<file path="src/rtl/gnss_pkg.sv">
// Shared types and constants for the GNSS UART block.
package gnss_pkg;

    localparam int DATA_BITS            = 8;
    localparam int CLKS_PER_BIT_DEFAULT = 868;

    typedef enum logic [2:0] {
        RX_IDLE,
        RX_START,
        RX_DATA,
        RX_STOP,
        RX_BREAK
    } rx_state_t;

    typedef enum logic [1:0] {
        TX_IDLE,
        TX_START,
        TX_DATA,
        TX_STOP
    } tx_state_t;

endpackage

</file>
<file path="src/rtl/gnss_uart_ch.sv">
// One UART channel: RX synchroniser, RX FSM, first-word-fall-through RX FIFO, TX FSM.
//   state    | meaning
//   RX_IDLE  | line high, waiting for a falling edge
//   RX_START | timing to start-bit centre, rejecting glitches
//   RX_DATA  | sampling 8 data bits LSB first
//   RX_STOP  | sampling stop bit, push or flag framing error
//   RX_BREAK | line held low after framing error, wait for high
//   TX_IDLE  | ready for a byte
//   TX_START | driving start bit
//   TX_DATA  | driving 8 data bits LSB first
//   TX_STOP  | driving stop bit
module gnss_uart_ch
    import gnss_pkg::*;
#(
    parameter int CLKS_PER_BIT = CLKS_PER_BIT_DEFAULT,
    parameter int FIFO_DEPTH   = 16
) (
    input  logic                 clk,
    input  logic                 reset,
    input  logic                 uart_rx,
    output logic                 uart_tx,
    input  logic [DATA_BITS-1:0] tx_data,
    input  logic                 tx_valid,
    output logic                 tx_ready,
    output logic [DATA_BITS-1:0] rx_data,
    output logic                 rx_valid,
    input  logic                 rx_ready,
    output logic                 rx_overflow,
    output logic                 frame_err,
    input  logic                 err_clear
);

    localparam int CW = $clog2(CLKS_PER_BIT);
    localparam int AW = $clog2(FIFO_DEPTH);
    localparam logic [CW-1:0] FULL_LOAD = CW'(CLKS_PER_BIT - 1);
    localparam logic [CW-1:0] HALF_LOAD = CW'(CLKS_PER_BIT / 2 - 1);
    localparam logic [2:0]    LAST_BIT  = 3'(DATA_BITS - 1);

    logic                 rx_meta_q, rx_sync_q;
    rx_state_t            rx_state_q, rx_state_d;
    logic [CW-1:0]        rx_cnt_q, rx_cnt_d;
    logic [2:0]           rx_idx_q, rx_idx_d;
    logic [DATA_BITS-1:0] rx_shift_q, rx_shift_d;
    logic                 rx_push, ferr_set;

    logic [AW:0]          wr_ptr_q, wr_ptr_d, rd_ptr_q, rd_ptr_d;
    logic [DATA_BITS-1:0] mem_q [FIFO_DEPTH];
    logic                 fifo_empty, fifo_full, pop, push_ok;
    logic                 ovf_q, ovf_d, ferr_q, ferr_d;

    tx_state_t            tx_state_q, tx_state_d;
    logic [CW-1:0]        tx_cnt_q, tx_cnt_d;
    logic [2:0]           tx_idx_q, tx_idx_d;
    logic [DATA_BITS-1:0] tx_shift_q, tx_shift_d;
    logic                 tx_q, tx_d, tx_ready_q, tx_ready_d;

    always_comb begin
        rx_state_d = rx_state_q;
        rx_cnt_d   = (rx_cnt_q != '0) ? rx_cnt_q - CW'(1) : rx_cnt_q;
        rx_idx_d   = rx_idx_q;
        rx_shift_d = rx_shift_q;
        rx_push    = 1'b0;
        ferr_set   = 1'b0;
        case (rx_state_q)
            RX_IDLE: if (!rx_sync_q) begin
                rx_state_d = RX_START;
                rx_cnt_d   = HALF_LOAD;
            end
            RX_START: if (rx_cnt_q == '0) begin
                if (rx_sync_q) begin
                    rx_state_d = RX_IDLE;
                end else begin
                    rx_state_d = RX_DATA;
                    rx_cnt_d   = FULL_LOAD;
                    rx_idx_d   = '0;
                end
            end
            RX_DATA: if (rx_cnt_q == '0) begin
                rx_shift_d = {rx_sync_q, rx_shift_q[DATA_BITS-1:1]};
                rx_cnt_d   = FULL_LOAD;
                rx_idx_d   = rx_idx_q + 3'd1;
                if (rx_idx_q == LAST_BIT) rx_state_d = RX_STOP;
            end
            RX_STOP: if (rx_cnt_q == '0) begin
                if (rx_sync_q) begin
                    rx_push    = 1'b1;
                    rx_state_d = RX_IDLE;
                end else begin
                    ferr_set   = 1'b1;
                    rx_state_d = RX_BREAK;
                end
            end
            RX_BREAK: if (rx_sync_q) rx_state_d = RX_IDLE;
            default:  rx_state_d = RX_IDLE;
        endcase
    end

    // A full FIFO still accepts a push when the head is popped on the same edge.
    always_comb begin
        fifo_empty = (wr_ptr_q == rd_ptr_q);
        fifo_full  = (wr_ptr_q[AW] != rd_ptr_q[AW]) && (wr_ptr_q[AW-1:0] == rd_ptr_q[AW-1:0]);
        pop        = !fifo_empty && rx_ready;
        push_ok    = rx_push && (!fifo_full || pop);
        wr_ptr_d   = push_ok ? wr_ptr_q + (AW+1)'(1) : wr_ptr_q;
        rd_ptr_d   = pop ? rd_ptr_q + (AW+1)'(1) : rd_ptr_q;
        ovf_d      = (rx_push && !push_ok) ? 1'b1 : (err_clear ? 1'b0 : ovf_q);
        ferr_d     = ferr_set ? 1'b1 : (err_clear ? 1'b0 : ferr_q);
    end

    always_comb begin
        tx_state_d = tx_state_q;
        tx_cnt_d   = (tx_cnt_q != '0) ? tx_cnt_q - CW'(1) : tx_cnt_q;
        tx_idx_d   = tx_idx_q;
        tx_shift_d = tx_shift_q;
        tx_d       = tx_q;
        tx_ready_d = tx_ready_q;
        case (tx_state_q)
            TX_IDLE: begin
                tx_d       = 1'b1;
                tx_ready_d = 1'b1;
                if (tx_valid && tx_ready_q) begin
                    tx_state_d = TX_START;
                    tx_shift_d = tx_data;
                    tx_cnt_d   = FULL_LOAD;
                    tx_d       = 1'b0;
                    tx_ready_d = 1'b0;
                end
            end
            TX_START: if (tx_cnt_q == '0) begin
                tx_state_d = TX_DATA;
                tx_d       = tx_shift_q[0];
                tx_shift_d = {1'b0, tx_shift_q[DATA_BITS-1:1]};
                tx_cnt_d   = FULL_LOAD;
                tx_idx_d   = '0;
            end
            TX_DATA: if (tx_cnt_q == '0) begin
                tx_cnt_d = FULL_LOAD;
                if (tx_idx_q == LAST_BIT) begin
                    tx_state_d = TX_STOP;
                    tx_d       = 1'b1;
                end else begin
                    tx_d       = tx_shift_q[0];
                    tx_shift_d = {1'b0, tx_shift_q[DATA_BITS-1:1]};
                    tx_idx_d   = tx_idx_q + 3'd1;
                end
            end
            TX_STOP: if (tx_cnt_q == '0) begin
                tx_state_d = TX_IDLE;
                tx_ready_d = 1'b1;
            end
            default: tx_state_d = TX_IDLE;
        endcase
    end

    always_ff @(posedge clk or posedge reset) begin
        if (reset) begin
            rx_meta_q  <= 1'b1;
            rx_sync_q  <= 1'b1;
            rx_state_q <= RX_IDLE;
            rx_cnt_q   <= '0;
            rx_idx_q   <= '0;
            rx_shift_q <= '0;
            wr_ptr_q   <= '0;
            rd_ptr_q   <= '0;
            ovf_q      <= 1'b0;
            ferr_q     <= 1'b0;
            tx_state_q <= TX_IDLE;
            tx_cnt_q   <= '0;
            tx_idx_q   <= '0;
            tx_shift_q <= '0;
            tx_q       <= 1'b1;
            tx_ready_q <= 1'b0;
        end else begin
            rx_meta_q  <= uart_rx;
            rx_sync_q  <= rx_meta_q;
            rx_state_q <= rx_state_d;
            rx_cnt_q   <= rx_cnt_d;
            rx_idx_q   <= rx_idx_d;
            rx_shift_q <= rx_shift_d;
            wr_ptr_q   <= wr_ptr_d;
            rd_ptr_q   <= rd_ptr_d;
            ovf_q      <= ovf_d;
            ferr_q     <= ferr_d;
            tx_state_q <= tx_state_d;
            tx_cnt_q   <= tx_cnt_d;
            tx_idx_q   <= tx_idx_d;
            tx_shift_q <= tx_shift_d;
            tx_q       <= tx_d;
            tx_ready_q <= tx_ready_d;
        end
    end

    always_ff @(posedge clk) begin
        if (push_ok) mem_q[wr_ptr_q[AW-1:0]] <= rx_shift_q;
    end

    assign uart_tx     = tx_q;
    assign tx_ready    = tx_ready_q;
    assign rx_valid    = !fifo_empty;
    assign rx_data     = mem_q[rd_ptr_q[AW-1:0]];
    assign rx_overflow = ovf_q;
    assign frame_err   = ferr_q;

endmodule

</file>
<file path="src/rtl/gnss_uart.sv">
// Multi-channel GNSS UART: one independent gnss_uart_ch per channel plus the
// RTK fix-status synchroniser.
module gnss_uart
    import gnss_pkg::*;
#(
    parameter int NUM_CH       = 2,
    parameter int CLKS_PER_BIT = CLKS_PER_BIT_DEFAULT,
    parameter int FIFO_DEPTH   = 16
) (
    input  logic                clk,
    input  logic                reset,
    input  logic [NUM_CH-1:0]   uart_rx,
    output logic [NUM_CH-1:0]   uart_tx,
    input  logic [NUM_CH*8-1:0] tx_data,
    input  logic [NUM_CH-1:0]   tx_valid,
    output logic [NUM_CH-1:0]   tx_ready,
    output logic [NUM_CH*8-1:0] rx_data,
    output logic [NUM_CH-1:0]   rx_valid,
    input  logic [NUM_CH-1:0]   rx_ready,
    output logic [NUM_CH-1:0]   rx_overflow,
    output logic [NUM_CH-1:0]   frame_err,
    input  logic                err_clear,
    input  logic                rtk_status,
    output logic                rtk_status_sync
);

    logic rtk_meta_q, rtk_sync_q;

    for (genvar n = 0; n < NUM_CH; n++) begin : g_ch
        gnss_uart_ch #(
            .CLKS_PER_BIT (CLKS_PER_BIT),
            .FIFO_DEPTH   (FIFO_DEPTH)
        ) u_ch (
            .clk         (clk),
            .reset       (reset),
            .uart_rx     (uart_rx[n]),
            .uart_tx     (uart_tx[n]),
            .tx_data     (tx_data[8*n +: 8]),
            .tx_valid    (tx_valid[n]),
            .tx_ready    (tx_ready[n]),
            .rx_data     (rx_data[8*n +: 8]),
            .rx_valid    (rx_valid[n]),
            .rx_ready    (rx_ready[n]),
            .rx_overflow (rx_overflow[n]),
            .frame_err   (frame_err[n]),
            .err_clear   (err_clear)
        );
    end

    always_ff @(posedge clk or posedge reset) begin
        if (reset) begin
            rtk_meta_q <= 1'b0;
            rtk_sync_q <= 1'b0;
        end else begin
            rtk_meta_q <= rtk_status;
            rtk_sync_q <= rtk_meta_q;
        end
    end

    assign rtk_status_sync = rtk_sync_q;

endmodule

</file>
<file path="config.mk">
export PLATFORM = sky130hd
export DESIGN_NAME = gnss_uart
export DESIGN_NICKNAME = d
export VERILOG_FILES = /design/src/rtl/gnss_pkg.sv /design/src/rtl/gnss_uart_ch.sv /design/src/rtl/gnss_uart.sv
export SDC_FILE = /design/constraint.sdc
export NUM_CORES = 1
export LEC_CHECK = 0
export CORE_ASPECT_RATIO = 1.5
export CORE_MARGIN = 1
export CORE_UTILIZATION = 65
export DETAILED_ROUTE_END_ITERATION = 10
export GPL_TIMING_DRIVEN = 0
export PLACE_DENSITY = 0.85
export SETUP_SLACK_MARGIN = 0.15
export SKIP_CTS_REPAIR_TIMING = 1
export SYNTH_ARGS = -nofsm -noshare
export SYNTH_HDL_FRONTEND = slang
export SYNTH_SLANG_ARGS = --single-unit
</file>
<file path="constraint.sdc">
create_clock -name clk -period 7.8 [get_ports clk]
set_input_delay 1.56 -clock clk [delete_from_list [all_inputs] [get_ports clk]]
set_output_delay 1.56 -clock clk [all_outputs]
set_load 0.005 [all_outputs]
</file>
==> impl_metrics.xml <==
<?xml version="1.0" encoding="UTF-8"?>
<metrics>
  <group name="route">
    <metric name="dr_total_vias" unit="">9919</metric>
    <metric name="route.antenna.remaining_nets" unit="">0</metric>
    <metric name="routed.top_layer" unit="">met4</metric>
    <metric name="postRouteWirelength" unit="mm">33.0</metric>
    <metric name="met2RoutedLength" unit="mm">17.9</metric>
    <metric name="drt-met1-wl" unit="mm">12.5</metric>
    <metric name="initialDrtViolationCount" unit="">807</metric>
    <metric name="met3RoutedLength" unit="mm">1.45</metric>
    <metric name="detailed_route_drc_error_count" unit="">0</metric>
    <metric name="drt_first_pass_iters" unit="">5</metric>
    <metric name="post_drt_via_cell_ratio" unit="">6.16</metric>
    <metric name="wl_per_cell" unit="um">20.5</metric>
  </group>
  <group name="yosys">
    <metric name="main_combinational_cell_family_by_area_after_synthesis" unit="">multiplexers</metric>
    <metric name="synth_xor_xnor_area_share" unit="">0.0182</metric>
    <metric name="count_of_distinct_cell_types_in_the_synthesized_netlist" unit="">70</metric>
    <metric name="post_synth_mux_area_share" unit="">0.117</metric>
    <metric name="synth_adder_area_share" unit="">0.0267</metric>
    <metric name="synth_sequential_area_ratio" unit="">0.647</metric>
    <metric name="mappedNetlistArea" unit="sq um">16900</metric>
    <metric name="number_of_enable_type_register_cells_in_the_synthesized_netlist" unit="">256</metric>
    <metric name="synthesis.instances" unit="">1166</metric>
    <metric name="fraction_of_the_mapped_netlist_area_in_compound_gates" unit="">0.0679</metric>
    <metric name="async_reset_ff_frac" unit="">0.333</metric>
    <metric name="synth_flop_cell" unit="">edfxtp_1</metric>
    <metric name="synth_simple_gate_area_share" unit="">0.0968</metric>
    <metric name="synthesis.nets" unit="">1228</metric>
    <metric name="ys_ff_latch" unit="">384</metric>
    <metric name="yosysWarningCount" unit="">0</metric>
    <metric name="average_instance_area_after_synthesis" unit="sq um">14.5</metric>
  </group>
  <group name="worst_setup_path">
    <metric name="critical-path-top-delay-family" unit="">buffers and inverters</metric>
    <metric name="cp_data_arrival_time" unit="ns">3.42</metric>
    <metric name="path_class" unit="">reg -&gt; out</metric>
    <metric name="worst_path_max_delay_cell" unit="">mux4_2</metric>
    <metric name="critical_path.max_stage_delay" unit="ns">0.56</metric>
    <metric name="timing.reg2reg.setup_slack" unit="ns">4.25</metric>
    <metric name="worst_ep_required_time" unit="ns">6.24</metric>
    <metric name="r2r.worst_path.cells" unit="">8</metric>
    <metric name="timing.rr.end" unit="">g_ch[1].u_ch.mem_q[0][1]$_DFFE_PP_</metric>
    <metric name="timing.rr.start" unit="">g_ch[1].u_ch.rx_cnt_q[0]$_DFF_PP0_</metric>
    <metric name="cp.buffers_inverters" unit="">4</metric>
    <metric name="critical_path_peak_fanout" unit="">10</metric>
    <metric name="cell_mode_on_critical_path" unit="">buf_2</metric>
    <metric name="crit_end_element" unit="">output port</metric>
    <metric name="worstSetupStartpointType" unit="">flip-flop</metric>
    <metric name="worstPathCellList" unit="">buf_2, buf_2, buf_2, mux4_2, mux2i_1, a21oi_1, clkdlybuf4s50_1</metric>
  </group>
  <group name="place">
    <metric name="dp_slack" unit="ns">3.36</metric>
    <metric name="gp_congestion" unit="">0.828</metric>
    <metric name="numPlacedInstances" unit="">1547</metric>
    <metric name="dpl.hpwl" unit="mm">22.1</metric>
    <metric name="place.port_buffers" unit="">52</metric>
  </group>
  <group name="grt">
    <metric name="grt_remaining_overflow" unit="">0</metric>
    <metric name="grt_total_usage" unit="">0.264</metric>
    <metric name="grt_antenna_before_repair" unit="">1</metric>
    <metric name="grt_pass1_vias" unit="">10200</metric>
    <metric name="grt_first_pass_wirelength" unit="mm">53.6</metric>
    <metric name="grt_start_max_net_pins" unit="">98</metric>
  </group>
  <group name="worst_hold_path">
    <metric name="hold-path-cell-count" unit="">0</metric>
    <metric name="min_to" unit="">g_ch[1].u_ch.rx_sync_q$_DFF_PP1_</metric>
    <metric name="min-delay-path-class" unit="">reg -&gt; reg</metric>
    <metric name="holdCritStartpoint" unit="">g_ch[1].u_ch.rx_meta_q$_DFF_PP1_</metric>
  </group>
  <group name="timing">
    <metric name="setup_ws" unit="ns">2.82</metric>
    <metric name="fmaxAchievable" unit="MHz">201</metric>
    <metric name="finalHoldViolations" unit="">0</metric>
    <metric name="worst_clock_skew" unit="ns">0.0236</metric>
    <metric name="tns" unit="ns">0</metric>
    <metric name="grt_setup_unrepaired" unit="">false</metric>
    <metric name="slew_headroom" unit="">0.0847</metric>
    <metric name="final_period_minus_worst_setup_slack" unit="ns">4.98</metric>
    <metric name="post-route-period-util" unit="">0.639</metric>
    <metric name="final-setup-viol-count" unit="">0</metric>
    <metric name="final-max-slew-violation-count" unit="">0</metric>
    <metric name="tightest_slew" unit="ns">1.36</metric>
  </group>
  <group name="layout">
    <metric name="layoutNonFillerInstCount" unit="">1610</metric>
    <metric name="final_net_count" unit="">1318</metric>
    <metric name="num-fill-cells" unit="">1570</metric>
    <metric name="layout-drive-gt1-share" unit="">0.157</metric>
    <metric name="syn_to_final_growth" unit="%">12.4</metric>
  </group>
  <group name="outcome">
    <metric name="run_status" unit="">finished clean</metric>
  </group>
  <group name="pwr">
    <metric name="power.share.sequential" unit="">0.423</metric>
    <metric name="power.clock.fraction" unit="">0.295</metric>
    <metric name="share_comb_of_total_power" unit="">0.282</metric>
    <metric name="leakagePower" unit="nW">7.68</metric>
    <metric name="cellPowerDensity" unit="nW/um^2">302</metric>
    <metric name="cell_internal_pwr" unit="W">0.00396</metric>
    <metric name="swShare" unit="">0.308</metric>
    <metric name="power_switching" unit="W">0.00176</metric>
    <metric name="totalPowerFinal" unit="W">0.00571</metric>
    <metric name="ir_drop" unit="V">0.000300</metric>
  </group>
  <group name="floorplanning">
    <metric name="fp.dieH" unit="um">199</metric>
    <metric name="design.core.area" unit="sq um">25200</metric>
    <metric name="die_width" unit="um">133</metric>
    <metric name="effective_utilization_at_floorplan" unit="">0.668</metric>
    <metric name="floorplan.rows" unit="">71</metric>
    <metric name="die_area" unit="sq um">26600</metric>
    <metric name="num_io_pins" unit="">53</metric>
  </group>
  <group name="clock_tree">
    <metric name="clkSlewWorstSetupHoldPaths" unit="ns">0.07</metric>
    <metric name="clkLatencyLatePin" unit="ns">0.53</metric>
    <metric name="cts-root-buf" unit="">clkbuf_16</metric>
    <metric name="cts-root-to-sink-buffers" unit="">3</metric>
    <metric name="clock-sinks" unit="">384</metric>
    <metric name="cts.htree.levels" unit="">2</metric>
    <metric name="cts_tree" unit="">built</metric>
    <metric name="tritoncts.num_buffers" unit="">35</metric>
  </group>
  <group name="run">
    <metric name="max_cap_viol_count" unit="">0</metric>
  </group>
</metrics>
-- cells by family (layout without fill, tap and decap cells) --
family | count (synthesis) | count (layout)
buffers and inverters | 102 | 217
adder cells (fa/ha/maj) | 36 | 36
other | 0 | 1
multiplexers | 114 | 114
AO/OA/AOI/OAI | 183 | 183
AND/OR/NAND/NOR | 312 | 312
XOR/XNOR | 35 | 35
flip-flops | 384 | 384
-- metrics by stage --
step           cell area, sq um  utilization  hold slack, ns
6_report                  18900        0.751           0.358
5_1_grt                   18900        0.750           0.363
4_1_cts                   18900        0.750           0.358
3_5_place_dp              17800        0.706           0.345
3_3_place_gp              17800        0.705           0.336
2_1_floorplan             16900            -           0.331
-- metal layers --
metal	up-vias	track usage
met2	278	0.480
li1	4580	-
met5	-	0
met4	0	0.109
met1	4991	0.314
met3	70	0.0393
-- worst register-to-register path, stage by stage, from the launching register on --
cell and delay [ns]:
dfrtp_1 0.43, inv_1 0.08, ha_1 0.19, or4b_4 0.53
nor3_4 0.32, o311a_2 0.33, buf_4 0.21, nand2_1 0.09
nor3_1 0.99
-- flip-flops by register name (all words and copies together), names as in the netlist --
register / flops
rtk_status_sync: 1
g_ch.u_ch.rx_state_q: 6
g_ch.u_ch.tx_ready: 2
g_ch.u_ch.mem_q: 256
g_ch.u_ch.frame_err: 2
g_ch.u_ch.tx_state_q: 4
g_ch.u_ch.tx_cnt_q: 20
g_ch.u_ch.tx_idx_q: 6
g_ch.u_ch.uart_tx: 2
g_ch.u_ch.rd_ptr_q: 10
g_ch.u_ch.rx_idx_q: 6
rtk_meta_q: 1
g_ch.u_ch.tx_shift_q: 16
g_ch.u_ch.wr_ptr_q: 10
g_ch.u_ch.rx_cnt_q: 20
g_ch.u_ch.rx_meta_q: 2
g_ch.u_ch.rx_overflow: 2
g_ch.u_ch.rx_shift_q: 16
g_ch.u_ch.rx_sync_q: 2
-- cells in the mapped netlist, types with 9 or more instances --
master | n | area (sq um)
edfxtp_1 | 256 | 7690
dfrtp_1 | 122 | 3050
nand2_1 | 90 | 338
mux4_2 | 64 | 1440
o21ai_0 | 53 | 265
nor2_1 | 49 | 184
a21oi_1 | 48 | 240
ha_1 | 36 | 450
nor3_1 | 35 | 175
mux2i_1 | 34 | 340
clkbuf_1 | 32 | 120
inv_1 | 32 | 120
nor2b_1 | 32 | 200
xnor2_1 | 32 | 280
a211oi_1 | 22 | 165
nand3_1 | 19 | 95.1
buf_2 | 18 | 90.1
nand2b_1 | 16 | 100
mux2_2 | 15 | 169
and3_1 | 13 | 81.3
buf_4 | 12 | 90.1
a22o_1 | 11 | 96.3
or4_1 | 9 | 67.6
-- power by group through the flow --
stage	combinational [W]	sequential (W)	clock, W
detailed placement	0.00161	0.00246	0
global route	0.00179	0.00244	0.00178
global placement	0.00156	0.00245	0
finish	0.00161	0.00242	0.00169
CTS	0.00163	0.00241	0.00171
floorplan	0.00118	0.00243	0
-- cells in the final DEF (no fill, tap or decap), drive strengths merged, types with 5 or more instances in the layout --
cell / instances
a211oi: 22
a21oi: 49
a22o: 11
a31oi: 5
and2: 5
and3: 13
buf: 35
clkbuf: 71
clkdlybuf4s50: 52
clkinv: 10
clkinvlp: 8
dfrtp: 122
dfstp: 6
edfxtp: 256
ha: 36
inv: 38
mux2: 16
mux2i: 34
mux4: 64
nand2: 90
nand2b: 16
nand3: 19
nand4: 7
nor2: 49
nor2b: 32
nor3: 38
nor4: 6
o21ai: 54
o22ai: 8
or2: 7
or3: 9
or4: 10
xnor2: 32
-- area by class of cell --
| class | instances | area [sq um] | area share |
|---|---|---|---|
| multi-input cells | 680 | 5500 | 0.290 |
| clock inverters | 23 | 216 | 0.0114 |
| flip-flops and latches | 384 | 10900 | 0.575 |
| diodes | 1 | 2.50 | 0.000132 |
| inverters | 36 | 140 | 0.00740 |
| repair buffers | 53 | 548 | 0.0289 |
| plain buffers | 66 | 323 | 0.0170 |
| well taps | 328 | 410 | 0.0217 |
| clock buffers | 39 | 901 | 0.0476 |
-- how the worst max path moves through the flow --
stage / cells past startpoint / slack, ns / to / start
after floorplan: 1 / 2.84 / g_ch[0].u_ch.frame_err$_DFFE_PP0P_ / reset
after global placement: 2 / 1.00 / g_ch[0].u_ch.rx_shift_q[4]$_DFFE_PP0P_ / reset
after detailed placement: 7 / 3.36 / rx_data[0] / g_ch[0].u_ch.rd_ptr_q[0]$_DFFE_PP0P_
after CTS: 7 / 2.78 / rx_data[0] / g_ch[0].u_ch.rd_ptr_q[0]$_DFFE_PP0P_
after global routing: 7 / 2.67 / rx_data[1] / g_ch[0].u_ch.rd_ptr_q[0]$_DFFE_PP0P_
final: 7 / 2.82 / rx_data[0] / g_ch[0].u_ch.rd_ptr_q[0]$_DFFE_PP0P_
No activity file was read; power rests on OpenSTA's default activity.
==> RTL change, RTL diff (config.mk and constraints unchanged) <==
`FIFO_DEPTH` is set to 16 in 2 places; all go to 32.
--- a/src/rtl/gnss_uart_ch.sv
+++ b/src/rtl/gnss_uart_ch.sv
@@ -13,7 +13,7 @@
     import gnss_pkg::*;
 #(
     parameter int CLKS_PER_BIT = CLKS_PER_BIT_DEFAULT,
-    parameter int FIFO_DEPTH   = 16
+    parameter int FIFO_DEPTH   = 32
 ) (
     input  logic                 clk,
     input  logic                 reset,
--- a/src/rtl/gnss_uart.sv
+++ b/src/rtl/gnss_uart.sv
@@ -5,7 +5,7 @@
 #(
     parameter int NUM_CH       = 2,
     parameter int CLKS_PER_BIT = CLKS_PER_BIT_DEFAULT,
-    parameter int FIFO_DEPTH   = 16
+    parameter int FIFO_DEPTH   = 32
 ) (
     input  logic                clk,
     input  logic                reset,
Formal check against the unedited RTL: same outputs for any inputs over 4 cycles, from zero or initial values and one cycle with reset high; that may be too few to reach the edited logic, so the function may still have changed.
==> RTL change against the unedited design <==
Combinational power shrank 52%; count of clock-buffer cells in the layout grew 27; first-iteration DRC count grew 100%; synthesized cell count grew 40%; area after synthesis grew 59%; total power grew 28%; sequential cell count grew 260; cell area grew 58%; worst setup slack lost 1.1 ns; wire length grew 88%; critical path depth is the same; critical endpoint is now rx_data[5]; highest routed layer unchanged; largest cell class unchanged; non-clock buffer count grew 30.
==> RTL change: results (changes against the unedited design) <==
metric	value	unit	change
run_status	complete, no violations		
route.met3.wl	4290	um	+200%
grt_max_degree	82		-16%
routabilityCongestion	0.931		+12%
route.met2.wl	33100	um	+85%
synth_nets	1696		+38%
cts_made_buffers	55		+57%
largest_register_ffs	512		+100%
cts_buffer_depth	3		unchanged
synth.top_cells.by_area	edfxtp_1 57%, dfrtp_1 12%, mux4_2 8.6%		
peakVddDrop	0.000298	V	-0.56%
synth.distinct_cells	68		-2.9%
grt_usage	30.5	%	+4.1 points
cts-root-buf	clkbuf_16		
h-tree-depth	2		unchanged
finClkSkew	0.0266	ns	+0.00297 ns
grt_pass1_wl	95000	um	+77%
hpwl	39900	um	+81%
async_reset_ff_share	20.5	%	-13 points
synth_warnings	0		unchanged
power_leakage	11.6	nW	+51%
n_fill_cell	2232		+42%
cp_max_fo	10		unchanged
drive_gt1_share	16.8	%	+1.1 points
clock_latency	0.61	ns	+0.08 ns
antenna_found_initial	0		-1
num_vias	15643		+58%
clkTransAtPathRegs	0.07	ns	about the same
drt_wl_total	62000	um	+88%
hold_path.class	reg -> reg		
nets	1809		+37%
antenna_cells	0		-1
final_cells	2298		+43%
worstMarginPinSlew	1.38	ns	+0.0235 ns
synth_enable_flop_cells	512		+100%
m1WireLength	20500	um	+64%
dp_cells	2195		+42%
drt_iter0_drc	1614		+100%
port_buffers	52		unchanged
ys_seq_area_share	69.6	%	+5.0 points
top_layer	met4		
synth_common_cells	512 x edfxtp_1, 126 x dfrtp_1, 103 x mux4_2		
avgSynthCellArea	16.4	um^2	+14%
dr.pass1.iters	8		+3
[RTL change: cell families (layout without fill, tap and decap cells)]
group,count (synthesis),count (layout),share of synthesized area [%]
simple gates,343,343,6.57
flops,644,644,69.6
mux,206,206,12.7
compound gates,235,235,5.96
xor+xnor,45,45,1.47
fa+ha+maj,36,36,1.68
buf+inv,125,283,1.94
[RTL change: critical path: stages, from the launching register on]
cell and delay [ns]:
dfrtp_1 0.36, clkbuf_1 0.49, buf_1 0.72, nor2_1 0.26, clkbuf_1 0.39, a2111oi_0 1.04
a21oi_1 0.14, clkdlybuf4s50_1 0.51
[RTL change: final cells by class]
cell class | count | area share, %
well taps | 506 | 2.12
plain buffers | 93 | 1.34
inverters | 32 | 0.418
multi-input cells | 865 | 25.6
repair buffers | 56 | 1.91
flip-flops and latches | 644 | 62.4
clock buffers | 66 | 4.98
clock inverters | 36 | 1.20
[RTL change: path summary, 6_finish.rpt]
path                                                from  slack (ns)  cells after the start                   endpoint
max in group asynchronous                          reset        5.61                      3     g_ch[1].u_ch.rx_meta_q
worst max-delay path            g_ch[0].u_ch.rd_ptr_q[1]        1.73                      7                 rx_data[5]
worst max register to register  g_ch[1].u_ch.rx_cnt_q[0]        3.92                      8  g_ch[1].u_ch.mem_q[14][5]
min in group asynchronous                          reset        1.38                      2   g_ch[0].u_ch.tx_cnt_q[7]
worst min register to register                rtk_meta_q        0.35                      0            rtk_status_sync
worst min-delay path                          rtk_meta_q        0.35                      0            rtk_status_sync
[RTL change: power breakdown]
group	switching, W	internal, W	total, W
Combinational	0.000474	0.000296	0.000770
Sequential	0.0000283	0.00368	0.00371
Clock	0.00125	0.00157	0.00281
[RTL change: per-layer routing]
layer,global-route usage (%),vias to the layer above
li1,-,6646
met1,34.6,7929
met2,55.2,819
met3,4.30,249
met4,17.3,0
met5,0,-
[RTL change: per-stage QoR]
stage,cell area [um^2],utilization [%],setup slack (ns)
CTS,29900,74.0,1.89
global route,29900,74.0,1.75
floorplan,26800,-,2.72
global placement,28000,69.2,0.880
detailed placement,28100,69.4,2.61
finish,29900,74.0,1.73
